<file path="src/rtl/exec_pkg.sv">
// rtl/exec_pkg.sv - shared opcode, state and width definitions for the execute stage
//
// Contents:
//   XLEN_DEF       default datapath width
//   alu_op_e       4-bit opcode enum (12-15 reserved); also imported by decode
//   exec_state_e   execute-stage sequencer states
//   op_is_reserved true for opcodes outside the defined set
package exec_pkg;

    localparam int XLEN_DEF = 32;

    typedef enum logic [3:0] {
        OP_ADD   = 4'd0,
        OP_SUB   = 4'd1,
        OP_AND   = 4'd2,
        OP_OR    = 4'd3,
        OP_XOR   = 4'd4,
        OP_SLT   = 4'd5,
        OP_SLTU  = 4'd6,
        OP_SLL   = 4'd7,
        OP_SRL   = 4'd8,
        OP_SRA   = 4'd9,
        OP_MUL   = 4'd10,
        OP_PASSB = 4'd11
    } alu_op_e;

    typedef enum logic {
        ST_IDLE     = 1'b0,
        ST_MUL_BUSY = 1'b1
    } exec_state_e;

    function automatic logic op_is_reserved(input logic [3:0] op);
        return (op >= 4'd12);
    endfunction

endpackage

</file>
<file path="src/rtl/exec_alu.sv">
// rtl/exec_alu.sv - single-cycle combinational ALU for the execute stage
//
// Ports:
//   alu_op      in   4     operation code
//   a           in   XLEN  operand A
//   b           in   XLEN  operand B (already muxed between register and immediate)
//   result      out  XLEN  operation result; 0 for MUL (handled by the sequencer) and reserved codes
//   is_reserved out  1     opcode is in the reserved range 12-15
module exec_alu
    import exec_pkg::*;
#(
    parameter int XLEN = XLEN_DEF
) (
    input  logic [3:0]      alu_op,
    input  logic [XLEN-1:0] a,
    input  logic [XLEN-1:0] b,
    output logic [XLEN-1:0] result,
    output logic            is_reserved
);

    localparam int SHW = $clog2(XLEN);

    logic [SHW-1:0] w_shamt;

    assign w_shamt = b[SHW-1:0];

    always_comb begin
        result      = '0;
        is_reserved = op_is_reserved(alu_op);
        case (alu_op)
            OP_ADD:   result = a + b;
            OP_SUB:   result = a - b;
            OP_AND:   result = a & b;
            OP_OR:    result = a | b;
            OP_XOR:   result = a ^ b;
            OP_SLT:   result = {{(XLEN-1){1'b0}}, ($signed(a) < $signed(b))};
            OP_SLTU:  result = {{(XLEN-1){1'b0}}, (a < b)};
            OP_SLL:   result = a << w_shamt;
            OP_SRL:   result = a >> w_shamt;
            OP_SRA:   result = $unsigned($signed(a) >>> w_shamt);
            OP_PASSB: result = b;
            default:  result = '0;
        endcase
    end

endmodule

</file>
<file path="src/rtl/exec_stage.sv">
// rtl/exec_stage.sv - execute stage: 1-cycle ALU ops plus iterative shift-add multiplier
//
// Ports:
//   clk, rst_n      clock, asynchronous active-low reset
//   in_valid        decoded bundle present
//   in_ready        stage can accept (IDLE only)
//   alu_op, rd      opcode and destination index
//   op1, op2        operands A and B
//   imm_data        operand B when imm_flag=1
//   imm_flag        operand-B select
//   reg_wr_en       instruction writes a register
//   flush           abort in-flight multiply and block acceptance this edge
//   wb_valid        one-cycle writeback pulse
//   wb_en           register write enable, qualified by wb_valid
//   wb_rd, wb_data  writeback index and result
//   busy            multiply iteration in progress
module exec_stage
    import exec_pkg::*;
#(
    parameter int XLEN       = XLEN_DEF,
    parameter int MUL_CYCLES = XLEN
) (
    input  logic            clk,
    input  logic            rst_n,
    input  logic            in_valid,
    output logic            in_ready,
    input  logic [3:0]      alu_op,
    input  logic [4:0]      rd,
    input  logic [XLEN-1:0] op1,
    input  logic [XLEN-1:0] op2,
    input  logic [XLEN-1:0] imm_data,
    input  logic            imm_flag,
    input  logic            reg_wr_en,
    input  logic            flush,
    output logic            wb_valid,
    output logic            wb_en,
    output logic [4:0]      wb_rd,
    output logic [XLEN-1:0] wb_data,
    output logic            busy
);

    localparam int CW = (MUL_CYCLES > 1) ? $clog2(MUL_CYCLES) : 1;

    exec_state_e     r_state;
    logic [CW-1:0]   r_cnt;
    logic [XLEN-1:0] r_mcand;
    logic [XLEN-1:0] r_mplier;
    logic [XLEN-1:0] r_acc;
    logic [4:0]      r_mul_rd;
    logic            r_mul_wen;
    logic            r_wb_valid;
    logic            r_wb_en;
    logic [4:0]      r_wb_rd;
    logic [XLEN-1:0] r_wb_data;

    logic [XLEN-1:0] w_opb;
    logic [XLEN-1:0] w_alu_res;
    logic            w_alu_rsvd;
    logic            w_accept;
    logic            w_is_mul;
    logic            w_wen;
    logic [XLEN-1:0] w_acc_next;
    logic            w_last;

    assign w_opb    = imm_flag ? imm_data : op2;
    assign w_accept = in_valid && (r_state == ST_IDLE) && !flush;
    assign w_is_mul = (alu_op == OP_MUL);
    assign w_wen    = reg_wr_en && (rd != 5'd0) && !w_alu_rsvd;

    // The multiplicand shifts left and the multiplier right each iteration,
    // so bit 0 of r_mplier is multiplier bit[count] and r_mcand is
    // multiplicand << count without a barrel shifter.
    assign w_acc_next = r_acc + (r_mplier[0] ? r_mcand : '0);
    assign w_last     = (r_cnt == CW'(MUL_CYCLES - 1));

    exec_alu #(
        .XLEN(XLEN)
    ) u_alu (
        .alu_op      (alu_op),
        .a           (op1),
        .b           (w_opb),
        .result      (w_alu_res),
        .is_reserved (w_alu_rsvd)
    );

    always_ff @(posedge clk or negedge rst_n) begin
        if (!rst_n) begin
            r_state    <= ST_IDLE;
            r_cnt      <= '0;
            r_mcand    <= '0;
            r_mplier   <= '0;
            r_acc      <= '0;
            r_mul_rd   <= '0;
            r_mul_wen  <= 1'b0;
            r_wb_valid <= 1'b0;
            r_wb_en    <= 1'b0;
            r_wb_rd    <= '0;
            r_wb_data  <= '0;
        end else begin
            r_wb_valid <= 1'b0;
            case (r_state)
                ST_IDLE: begin
                    if (w_accept) begin
                        if (w_is_mul) begin
                            r_mcand   <= op1;
                            r_mplier  <= w_opb;
                            r_acc     <= '0;
                            r_cnt     <= '0;
                            r_mul_rd  <= rd;
                            r_mul_wen <= w_wen;
                            r_state   <= ST_MUL_BUSY;
                        end else begin
                            r_wb_valid <= 1'b1;
                            r_wb_data  <= w_alu_res;
                            r_wb_rd    <= rd;
                            r_wb_en    <= w_wen;
                        end
                    end
                end
                ST_MUL_BUSY: begin
                    // Flush beats the final iteration: the product is dropped.
                    if (flush) begin
                        r_state <= ST_IDLE;
                        r_cnt   <= '0;
                    end else begin
                        r_acc    <= w_acc_next;
                        r_mcand  <= r_mcand << 1;
                        r_mplier <= r_mplier >> 1;
                        r_cnt    <= r_cnt + CW'(1);
                        if (w_last) begin
                            r_state    <= ST_IDLE;
                            r_cnt      <= '0;
                            r_wb_valid <= 1'b1;
                            r_wb_data  <= w_acc_next;
                            r_wb_rd    <= r_mul_rd;
                            r_wb_en    <= r_mul_wen;
                        end
                    end
                end
                default: r_state <= ST_IDLE;
            endcase
        end
    end

    assign in_ready = (r_state == ST_IDLE);
    assign busy     = (r_state == ST_MUL_BUSY);
    assign wb_valid = r_wb_valid;
    assign wb_en    = r_wb_valid && r_wb_en;
    assign wb_rd    = r_wb_rd;
    assign wb_data  = r_wb_data;

endmodule

</file>
<file path="config.mk">
export PLATFORM = sky130hd
export DESIGN_NAME = exec_stage
export DESIGN_NICKNAME = d
export VERILOG_FILES = /design/src/rtl/exec_pkg.sv /design/src/rtl/exec_alu.sv /design/src/rtl/exec_stage.sv
export SDC_FILE = /design/constraint.sdc
export NUM_CORES = 1
export LEC_CHECK = 0
export CORE_MARGIN = 2
export CORE_UTILIZATION = 35
export DETAILED_ROUTE_END_ITERATION = 10
export GPL_TIMING_DRIVEN = 1
export PLACE_DENSITY = 0.64
export RECOVER_POWER = 50
export SLEW_MARGIN = 20
export SYNTH_ARGS = -nofsm -noshare
export SYNTH_HDL_FRONTEND = slang
export SYNTH_HIERARCHICAL = 1
export SYNTH_SLANG_ARGS = --single-unit
</file>
<file path="constraint.sdc">
create_clock -name clk -period 4.11 [get_ports clk]
set_input_delay 0.822 -clock clk [delete_from_list [all_inputs] [get_ports clk]]
set_output_delay 0.822 -clock clk [all_outputs]
set_load 0.005 [all_outputs]
</file>
==> metrics.txt <==
# TYPE chip_impl_metric gauge
chip_impl_info{name="cp_startpoint_kind",value="input pin"} 1
chip_impl_metric{name="finalSetupViolations",unit=""} 1
chip_impl_metric{name="slew_headroom",unit="%"} -54.7
chip_impl_metric{name="syn_nets",unit=""} 2450
chip_impl_metric{name="drv_cap",unit=""} 1
chip_impl_metric{name="gr-usage-met3",unit="%"} 4.61
chip_impl_metric{name="final_max_slew_viol_count",unit=""} 82
chip_impl_metric{name="track_usage",unit="%"} 33.1
chip_impl_metric{name="gpl.final_weighted_congestion",unit=""} 1.00
chip_impl_metric{name="vias",unit=""} 19644
chip_impl_metric{name="die_w",unit="um"} 224
chip_impl_metric{name="pre_cts_slack",unit="ps"} -1060
chip_impl_info{name="critical_path.endpoint_type",value="flip-flop"} 1
chip_impl_metric{name="post_drt_via_cell_ratio",unit=""} 5.85
chip_impl_info{name="tritoncts",value="done"} 1
chip_impl_metric{name="critical_path.max_fanout",unit=""} 3
chip_impl_metric{name="timing.final.crit_period",unit="ps"} 4110
chip_impl_metric{name="initialDrtViolationCount",unit=""} 2028
chip_impl_info{name="critical_path_class",value="input pin to flip-flop"} 1
chip_impl_metric{name="final_hold_vio_count",unit=""} 0
chip_impl_metric{name="diodes",unit=""} 0
chip_impl_metric{name="crit_required",unit="ps"} 4460
chip_impl_metric{name="ctsLongestPathBuffers",unit=""} 2
chip_impl_metric{name="row_count",unit=""} 80
chip_impl_info{name="rsz0062_at_grt",value="true"} 1
chip_impl_metric{name="worst_ep_arrival_time",unit="ps"} 4470
chip_impl_metric{name="grt_max_degree",unit=""} 86
chip_impl_info{name="yosys_most_used_dff",value="dfrtp_1"} 1
chip_impl_metric{name="synthesized_netlist_cell_count",unit=""} 2206
chip_impl_metric{name="grt_pass1_vias",unit=""} 18822
chip_impl_metric{name="fin_tns_setup",unit="ps"} -1.07
chip_impl_metric{name="max_freq",unit="MHz"} 243
chip_impl_metric{name="worst_pin_slew",unit="ps"} 2320
chip_impl_metric{name="vdd_drop_max",unit="mV"} 0.271
chip_impl_metric{name="clock_latency",unit="ps"} 490
chip_impl_metric{name="synth_enable_flop_cells",unit=""} 0
chip_impl_metric{name="asr_flop_ratio_synth",unit="%"} 100
chip_impl_metric{name="min_period_over_period",unit="%"} 100
chip_impl_metric{name="grt_antenna_before_repair",unit=""} 1
chip_impl_metric{name="total_leakage_power",unit="nW"} 11.0
chip_impl_metric{name="first_pass_grt_wire_length",unit="um"} 123000
chip_impl_metric{name="seq_area_frac_synth",unit="%"} 21.6
chip_impl_metric{name="synth_simple_gate_area_share",unit="%"} 18.7
chip_impl_metric{name="port_buffers",unit=""} 151
chip_impl_metric{name="synth_compound_area_share",unit="%"} 26.6
chip_impl_metric{name="filler_cell_count",unit=""} 4742
chip_impl_metric{name="proportion_of_layout_cells_with_a_drive_suffix_above_1",unit="%"} 26.8
chip_impl_info{name="global_route.peak_usage_layer",value="met2"} 1
chip_impl_metric{name="post_synth_fa_ha_maj_area_fraction",unit="%"} 9.92
chip_impl_metric{name="cellPowerDensity",unit="nW/um2"} 290
chip_impl_metric{name="globalRoute.totalOverflow",unit=""} 0
chip_impl_metric{name="hpwlAfterDp",unit="um"} 67000
chip_impl_metric{name="floorplan.core_area",unit="um2"} 47800
chip_impl_metric{name="clock_sinks",unit=""} 147
chip_impl_metric{name="worst_clock_skew",unit="ps"} 17.1
chip_impl_metric{name="synthesis.area_per_instance",unit="um2"} 7.71
chip_impl_metric{name="floorplan.io_pins",unit=""} 152
chip_impl_metric{name="netlist-cell-type-count",unit=""} 84
chip_impl_metric{name="synth_xor_xnor_area_share",unit="%"} 2.37
chip_impl_metric{name="synth.area.mux_share",unit="%"} 14.9
chip_impl_metric{name="initial_utilization",unit="%"} 35.5
chip_impl_metric{name="yosys_warnings",unit=""} 6
chip_impl_metric{name="area_growth_syn_to_layout",unit="%"} 40.3
chip_impl_metric{name="die_h",unit="um"} 224
chip_impl_metric{name="cts-htree-levels",unit=""} 4
chip_impl_metric{name="antenna_violating_nets_post_route",unit=""} 0
chip_impl_metric{name="firstDrtPassIters",unit=""} 6
chip_impl_metric{name="cts-buffers-inserted",unit=""} 17
chip_impl_info{name="run_status",value="finished with violations"} 1
chip_impl_metric{name="dieArea",unit="um2"} 50400
chip_impl_metric{name="yosys_register_bits",unit=""} 147
chip_impl_metric{name="grtUsageMet1",unit="%"} 42.4
chip_impl_metric{name="finish.net_count",unit=""} 2973
chip_impl_metric{name="drc",unit=""} 0
chip_impl_info{name="timing.hold.worst.class",value="flip-flop to flip-flop"} 1
chip_impl_metric{name="routed_wire_per_std_cell",unit="um"} 25.3
chip_impl_metric{name="syn_area",unit="um2"} 17000
chip_impl_info{name="clockRootBuffer",value="clkbuf_16"} 1
chip_impl_info{name="failing_checks",value="max-capacitance violations, max-slew violations, negative setup slack"} 1
chip_impl_metric{name="setup_slack",unit="ps"} -1.07
chip_impl_metric{name="detail_route.wirelength",unit="um"} 85000
chip_impl_metric{name="met2_usage",unit="%"} 54.2
chip_impl_metric{name="clock_edge_transition_at_the_registers_on_the_reported_setup_and_hold_paths",unit="ps"} 80
chip_impl_info{name="synth_top_family_by_area",value="compound AO/OA/AOI/OAI gates"} 1
[worst max-delay path, stage by stage]
cell             delay [ps]
clkdlybuf4s50_1         410
mux2_4                  330
clkinv_8                 70
ha_4                    200
buf_4                   140
or4_4                   430
o221ai_4                230
o211ai_4                150
a2111oi_4               420
o21ai_2                 140
a211oi_2                250
nor4b_1                  80
or4_1                   420
and3_4                  200
a21oi_2                  90
o21ai_1                  70
[layout by cell type, fill, tap and decap left out, drive strengths merged, types with 38 or more instances in the layout]
cell type	Yosys	routed
dfrtp	147	147
nor2	205	205
mux2i	127	127
nor3	43	43
buf	45	510
ha	130	130
mux2	50	50
and2	38	38
clkdlybuf4s50	0	125
inv	97	105
a21oi	171	171
o21ai	253	253
nand2	257	257
[metrics by stage]
step	total power (W)	utilization, %	cell area, um2	instances	hold WS, ps
after CTS	0.00683	49.1	23500	3349	405
final	0.00691	49.9	23900	3356	475
after floorplan	0.00346	-	17200	2206	442
after detailed placement	0.00508	47.1	22500	3305	469
after global placement	0.00504	47.1	22500	3305	463
after global routing	0.00727	49.9	23900	3356	510
[layout make-up]
class / instances / area [um2] / share of cell area [%]
clock buffers: 17 / 425 / 1.78
clock inverters: 14 / 165 / 0.692
inverters: 99 / 389 / 1.63
multi-input cells: 1802 / 12900 / 54.2
flip-flops and latches: 147 / 3680 / 15.4
well taps: 615 / 769 / 3.23
repair buffers: 662 / 5500 / 23.1
[per-layer routing]
metal	vias up	share of wire, %
met3	153	6.1
met4	2	5.6
met2	881	46
met5	-	0.013
li1	9067	-
met1	9541	42
[kinds of logic (layout without fill, tap and decap cells)]
group	count (synthesis)	count (layout)
AOI/OAI and AO/OA	715	715
buffers and inverters	257	792
xor gates and xnor gates	46	46
DFF	147	147
adders and majority gates	133	133
and+or+nand+nor	700	700
muxes	208	208
[worst paths after layout]
kind / from / end / slack (ps) / depth (start not counted)
max in group asynchronous: rst_n / wb_rd[1] / 900 / 2
min in group asynchronous: rst_n / r_acc[6] / 990 / 1
min reg2reg: wb_rd[3] / wb_rd[3] / 470 / 2
max reg2reg: r_mcand[0] / wb_data[20] / 470 / 12
max: imm_data[3] / wb_data[31] / -1 / 16
min: wb_rd[3] / wb_rd[3] / 470 / 2
[sequential cells by signal (all words and copies together) (netlist names)]
signal	flops
r_mul_rd	5
wb_data	32
r_mul_wen	1
r_mcand	32
wb_rd	5
r_wb_en	1
r_cnt	5
busy	1
r_acc	32
r_mplier	32
wb_valid	1
[power by group]
| part | leakage [nW] | total (W) | switching [W] | internal (W) |
|---|---|---|---|---|
| registers | 1.88 | 0.00189 | 0.000188 | 0.00170 |
| clock network | 0.278 | 0.00165 | 0.000748 | 0.000907 |
| logic | 8.82 | 0.00337 | 0.00181 | 0.00156 |
| total | 11.0 | 0.00691 | 0.00274 | 0.00417 |
[cell usage after synthesis (all sizes together) (19+ instances only)]
cell,count,share of area (%)
nand2,257,5.7
o21ai,253,7.4
nor2,205,4.5
a21oi,171,5.0
dfrtp,147,22
ha,130,9.6
mux2i,127,7.5
clkbuf,113,2.5
inv,97,2.1
mux2,50,3.3
buf,45,1.2
nor3,43,1.3
and2,38,1.4
nand3,34,1.0
a21o,33,1.5
mux4,31,4.1
o211ai,29,1.4
xnor2,29,1.5
a31oi,25,0.92
a221oi,21,1.1
a211oi,20,0.97
a22oi,19,0.84
[what timing repair did]
item / CTS / global route
gates cloned: 0 / 1
hold buffers: 0 / 0
endpoints found under the setup margin: 18 / 16
buffers inserted: 13 / 6
pin swaps: 22 / 29
resized for setup: 60 / 73
Power figures use the tool's default switching activity.
